File: src/rtl/fifo_burst_ctrl.sv
// Burst sequencer for the camera-path pixel FIFO: writes the incoming stream,
// tracks fill level, and drains one framed burst per downstream grant.
module fifo_burst_ctrl #(
  parameter int DATA_W    = 8,
  parameter int DEPTH     = 1024,
  parameter int BURST_LEN = 16,
  parameter int LVL_W     = 11
) (
  input  logic              clk,
  input  logic              rst_n,
  input  logic              in_valid,
  input  logic [DATA_W-1:0] in_data,
  input  logic              in_flush,
  input  logic              in_clear,
  output logic              fifo_we,
  output logic [DATA_W-1:0] fifo_di,
  output logic              fifo_re,
  input  logic [DATA_W-1:0] fifo_do,
  input  logic              fifo_empty,
  input  logic              fifo_full,
  output logic              fifo_rst,
  output logic              burst_req,
  input  logic              burst_gnt,
  output logic              out_valid,
  output logic [DATA_W-1:0] out_data,
  output logic              out_last,
  output logic              out_eof,
  output logic [LVL_W-1:0]  level,
  output logic [15:0]       ovf_cnt,
  output logic              busy
);

  typedef enum logic [2:0] {
    S_IDLE, S_WAIT_GNT, S_READ, S_TAIL, S_CLEAR
  } state_t;

  localparam logic [LVL_W-1:0] ONE     = LVL_W'(1);
  localparam logic [LVL_W-1:0] BURST   = LVL_W'(BURST_LEN);
  localparam logic [LVL_W-1:0] DEPTH_L = LVL_W'(DEPTH);

  state_t             r_state, w_state_next;
  logic [LVL_W-1:0]   r_level, r_rd_cnt, r_blen;
  logic [15:0]        r_ovf_cnt;
  logic               r_flush_pend, r_is_flush;
  logic               r_out_valid, r_out_last;
  logic               r_clr_cnt, r_cool;
  logic               w_inc, w_rd_last, w_start, w_grant;

  assign fifo_we   = in_valid & ~fifo_full & (r_state != S_CLEAR);
  assign fifo_di   = in_data;
  assign fifo_re   = (r_state == S_READ) & ~fifo_empty;
  assign fifo_rst  = (r_state == S_CLEAR);
  assign burst_req = (r_state == S_WAIT_GNT);
  assign busy      = (r_state != S_IDLE);
  assign out_valid = r_out_valid;
  assign out_data  = fifo_do;
  assign out_last  = r_out_last;
  assign out_eof   = r_out_last & r_is_flush;
  assign level     = r_level;
  assign ovf_cnt   = r_ovf_cnt;

  // Level clamp keeps the counter inside 0..DEPTH even if fifo_full glitches.
  assign w_inc     = fifo_we & (r_level != DEPTH_L);
  assign w_rd_last = (r_state == S_READ) && (r_rd_cnt == r_blen - ONE);
  assign w_grant   = (r_state == S_WAIT_GNT) & burst_gnt;
  // r_cool holds off one IDLE cycle so consecutive bursts keep a 2-cycle gap.
  assign w_start   = ~r_cool & ((r_level >= BURST) |
                                (r_flush_pend & (r_level != '0)));

  always_ff @(posedge clk or negedge rst_n) begin
    if (!rst_n) r_state <= S_IDLE;
    else        r_state <= w_state_next;
  end

  always_comb begin
    // NOTE: default first so every path assigns w_state_next and no latch forms.
    w_state_next = r_state;
    if (in_clear) begin
      w_state_next = S_CLEAR;
    end else begin
      case (r_state)
        S_IDLE:     if (w_start)   w_state_next = S_WAIT_GNT;
        S_WAIT_GNT: if (burst_gnt) w_state_next = S_READ;
        S_READ:     if (w_rd_last) w_state_next = S_TAIL;
        S_TAIL:     w_state_next = S_IDLE;
        S_CLEAR:    if (r_clr_cnt) w_state_next = S_IDLE;
        default:    w_state_next = S_IDLE;
      endcase
    end
  end

  // NOTE: state registers use non-blocking assignments so every flop samples
  // the pre-edge values of the others, independent of statement order.
  always_ff @(posedge clk or negedge rst_n) begin
    if (!rst_n) begin
      r_level      <= '0;
      r_ovf_cnt    <= '0;
      r_flush_pend <= 1'b0;
      r_is_flush   <= 1'b0;
      r_rd_cnt     <= '0;
      r_blen       <= '0;
      r_out_valid  <= 1'b0;
      r_out_last   <= 1'b0;
      r_clr_cnt    <= 1'b0;
      r_cool       <= 1'b0;
    end else begin
      r_out_valid <= fifo_re & ~in_clear;
      r_out_last  <= w_rd_last & ~in_clear;
      r_cool      <= (r_state == S_TAIL);
      r_clr_cnt   <= ~in_clear & (r_state == S_CLEAR);

      if (in_clear)               r_level <= '0;
      else if (w_inc & ~fifo_re)  r_level <= r_level + ONE;
      else if (fifo_re & ~w_inc)  r_level <= r_level - ONE;

      if (in_clear)
        r_ovf_cnt <= '0;
      else if (in_valid & fifo_full & (r_state != S_CLEAR) & (r_ovf_cnt != 16'hFFFF))
        r_ovf_cnt <= r_ovf_cnt + 16'd1;

      // A new flush request wins over a same-cycle completion of the old one.
      if (in_clear)
        r_flush_pend <= 1'b0;
      else if (in_flush)
        r_flush_pend <= 1'b1;
      else if (((r_state == S_TAIL) & r_is_flush) |
               ((r_state == S_IDLE) & (r_level == '0)))
        r_flush_pend <= 1'b0;

      if (in_clear | w_grant)     r_rd_cnt <= '0;
      else if (r_state == S_READ) r_rd_cnt <= r_rd_cnt + ONE;

      if (in_clear | (r_state == S_TAIL)) begin
        r_is_flush <= 1'b0;
      end else if (w_grant) begin
        r_blen     <= (r_level >= BURST) ? BURST : r_level;
        r_is_flush <= (r_level < BURST);
      end
    end
  end

endmodule

File: config.mk
export PLATFORM = sky130hd
export DESIGN_NAME = fifo_burst_ctrl
export DESIGN_NICKNAME = d
export VERILOG_FILES = /design/src/rtl/fifo_burst_ctrl.sv
export SDC_FILE = /design/constraint.sdc
export NUM_CORES = 1
export LEC_CHECK = 0
export ABC_CLOCK_PERIOD_IN_PS = 4600
export CAP_MARGIN = 10
export CORE_ASPECT_RATIO = 1.4
export CORE_MARGIN = 4
export CORE_UTILIZATION = 56
export DETAILED_ROUTE_END_ITERATION = 8
export HOLD_SLACK_MARGIN = 0.03
export PLACE_DENSITY = 0.94
export SLEW_MARGIN = 20
export SYNTH_ARGS = -nofsm -noshare
export SYNTH_HDL_FRONTEND = slang
export SYNTH_SLANG_ARGS = --single-unit
File: constraint.sdc
create_clock -name clk -period 4.6 [get_ports clk]
set_input_delay 0.69 -clock clk [delete_from_list [all_inputs] [get_ports clk]]
set_output_delay 0.69 -clock clk [all_outputs]
set_load 0.1 [all_outputs]
==> results.json <==
{
  "ys_types": 58,
  "critPathLaunch": "in_valid",
  "die_h_um": 103,
  "finalClockSkew_ns": 0.00593,
  "first_global_vias": 3022,
  "vias_per_cell": 5.98,
  "clockBufferDepth": 2,
  "syn_nets": 424,
  "ios": 75,
  "numPortBuffers": 42,
  "fmax_mhz": 253,
  "syn_avg_cell_area_sq_um": 9.40,
  "switching_share_pct": 34.5,
  "async_flop_share_pct": 100,
  "yosys_warnings": 0,
  "cts_root_buf": "clkbuf_8",
  "critPathCaptureType": "flip-flop",
  "dp_cells": 476,
  "setup-tns-final_ns": 0,
  "die_area_sq_mm": 0.00785,
  "hold_viol": 0,
  "ir_drop_mv": 0.275,
  "cts_hold_buf": 0,
  "timing.rr.end": "level[10]",
  "finish.net_count": 453,
  "wire_per_inst_um": 16.9,
  "vias": 2942,
  "yosysTopAreaCell": "dfrtp_1",
  "grt_pass1_wl_um": 14300,
  "cp_max_fo": 11,
  "yosys-top-cells-area": "dfrtp_1 40%, xor2_1 5.8%, nor2_1 5.3%",
  "worstPathArrival_ns": 4.18,
  "power_density_mw_per_mm2": 381,
  "diodes": 0,
  "holdPathStages": 1,
  "p_sw_mw": 0.555,
  "period_share_pct": 86.0,
  "htree_levels": 3,
  "internal_power_mw": 1.05,
  "cts_buffers": 9,
  "fin_area_sq_mm": 0.00421,
  "drive_gt1_share_pct": 8.33,
  "cts.sinks": 58,
  "place_area_sq_mm": 0.00398,
  "synth_cells": 386,
  "synth_edf_count": 0,
  "synth_ff_type": "dfrtp_1",
  "reg2reg_slack_ns": 0.83,
  "criticalPathCategory": "in2reg",
  "slowest_stage": "fa_1",
  "postCtsSetupRepairBufs": 0,
  "netlist.area_leader.share_pct": 40.0,
  "slowest_delay_ns": 0.60,
  "antenna_found_initial": 0,
  "leakage_nw": 1.84,
  "grt_use_total_pct": 22.5,
  "grt_start_max_net_pins": 59,
  "ys_seq_area_share_pct": 40.0,
  "fillers": 454,
  "finalSetupViolCount": 0,
  "grt_setup_unrepaired": "no",
  "crit_end": "level[10]",
  "seq_power_share_pct": 36.0,
  "cts_resized": 0,
  "dp_hpwl_um": 5950,
  "p_comb_share_pct": 29.2,
  "layout_min_cycle_time_ns": 3.96,
  "dr.pass1.iters": 5,
  "path_cells": "clkdlybuf4s50_1 -> inv_1 -> nor3_4 -> nand3_1 -> fa_1 -> a21o_1 -> a221oi_1 -> a21oi_1 -> mux2i_1 -> nor4_1 -> nor3_2",
  "core-area_sq_mm": 0.00625,
  "clkPwrFrac_pct": 34.8,
  "clk_latency_ns": 0.34,
  "syn-cell-area_sq_mm": 0.00363,
  "antenna_left": 0,
  "cap_violations": 0,
  "drc": 0,
  "relSlewSlack_pct": 31.7,
  "cp.required_ns": 4.82,
  "drt_iter0_markers": 183,
  "path_clk_slew_ns": 0.07,
  "cts_tree": "yes",
  "start_kind": "input port",
  "syn2layout_area_growth_pct": 16.2,
  "power_mw": 1.61,
  "worst-r2r-cell-count": 11,
  "drt-total-wl_um": 8330,
  "place_congestion": 0.912,
  "slew_violations": 0,
  "status": "completed",
  "die_w_um": 76.0,
  "start_util_pct": 58.0,
  "ys_ff_latch": 58,
  "layout.cells.non_filler": 492,
  "rr_startpoint": "r_state[2]",
  "hold_path.class": "reg2reg",
  "grt.overflow.total": 0,
  "worst_pin_slew_ns": 1.02,
  "fp-row-count": 34
}
## metal layers
layer | GRT usage, % | wire length [um]
met2 | 41.2 | 4380
met1 | 24.9 | 3390
met5 | 0 | 0
met3 | 3.99 | 320
met4 | 11.6 | 235
## how the worst min path moves through the flow
| stage | from | end |
|---|---|---|
| after global placement | r_clr_cnt | r_state[2] |
| after global routing | r_clr_cnt | r_state[2] |
| after floorplan | rst_n | level[0] |
| after detailed placement | r_clr_cnt | r_state[2] |
| final | r_clr_cnt | r_state[2] |
| after CTS | r_clr_cnt | r_state[2] |
## layout make-up
type / count / area, sq um / area share [%]
inverters: 11 / 43.8 / 1.04
clock inverters: 4 / 72.6 / 1.72
well taps: 72 / 90.1 / 2.14
multi-input cells: 290 / 1960 / 46.5
flip-flops and latches: 58 / 1450 / 34.4
repair buffers: 45 / 433 / 10.3
clock buffers: 12 / 165 / 3.92
## state kept, by name, indices dropped and copies added (netlist names)
signal and count:
out_last 1, r_blen 11, level 11, ovf_cnt 16
r_state 3, r_cool 1, out_valid 1, r_rd_cnt 11
r_clr_cnt 1, r_is_flush 1, r_flush_pend 1
## critical path, delay by kind of cell
kind                       cells  cell delay [ns]
and+or+nand+nor                4             1.19
AOI/OAI and AO/OA              3             0.96
adders and majority gates      1             0.60
buffers and inverters          2             0.56
muxes                          1             0.17
## cells in the final DEF (no fill, tap or decap), drive strengths merged, types with 11 or more instances in the layout
cell type       n
dfrtp          58
clkbuf         12
nand2          24
nand3          16
inv            11
a21oi          17
xor2           24
o21ai          14
xnor2          19
mux2i          12
clkdlybuf4s50  39
nor2           51
ha             13
## cells in the mapped netlist (2+ instances only)
cell      count
a31oi_1       2
and4_1        4
a32oi_1       2
ha_1         13
a21o_1        3
nor4_1        2
dfrtp_1      58
a221oi_1      2
inv_1        10
nor3_1        6
o211ai_1      2
nand4_1       9
nand2_1      23
mux2i_1      12
and3b_1       2
o21ai_0      14
nor3_2        2
a22o_1        2
o31ai_1       2
xor2_1       24
xnor2_1      19
clkbuf_1      7
or2_2         2
nand2b_1      8
nand3b_1      3
or3_1         9
a21oi_1      16
nor2_1       51
o21a_1        2
nor3b_1       4
and2_1        8
and3_1        6
nand3_1      16
buf_4        17
## kinds of logic (layout without fill, tap and decap cells)
family,count (synthesis),in the layout,synth area share [%]
adder cells (fa/ha/maj),14,14,5.04
multiplexers,12,12,3.31
AO/OA/AOI/OAI,58,58,10.6
flip-flops,58,58,40.0
AND/OR/NAND/NOR,163,163,24.7
buffers and inverters,38,72,6.00
XOR/XNOR,43,43,10.4
## through the flow
stage                     hold slack [ns]  worst slack, ns  utilization (%)
after floorplan                     0.394            0.403                -
after global placement              0.411            0.574             63.6
after detailed placement            0.415            0.420             63.6
after CTS                           0.419            0.684             67.4
after global routing                0.433            0.397             67.4
final                               0.418            0.644             67.4
## power by group through the flow
stage | combinational [mW] | clock [mW] | sequential, mW
floorplan | 0.351 | 0 | 0.652
global placement | 0.444 | 0 | 0.585
detailed placement | 0.460 | 0 | 0.586
CTS | 0.467 | 0.565 | 0.577
global route | 0.506 | 0.590 | 0.582
finish | 0.469 | 0.559 | 0.578
(Power assumes the default switching activity.)
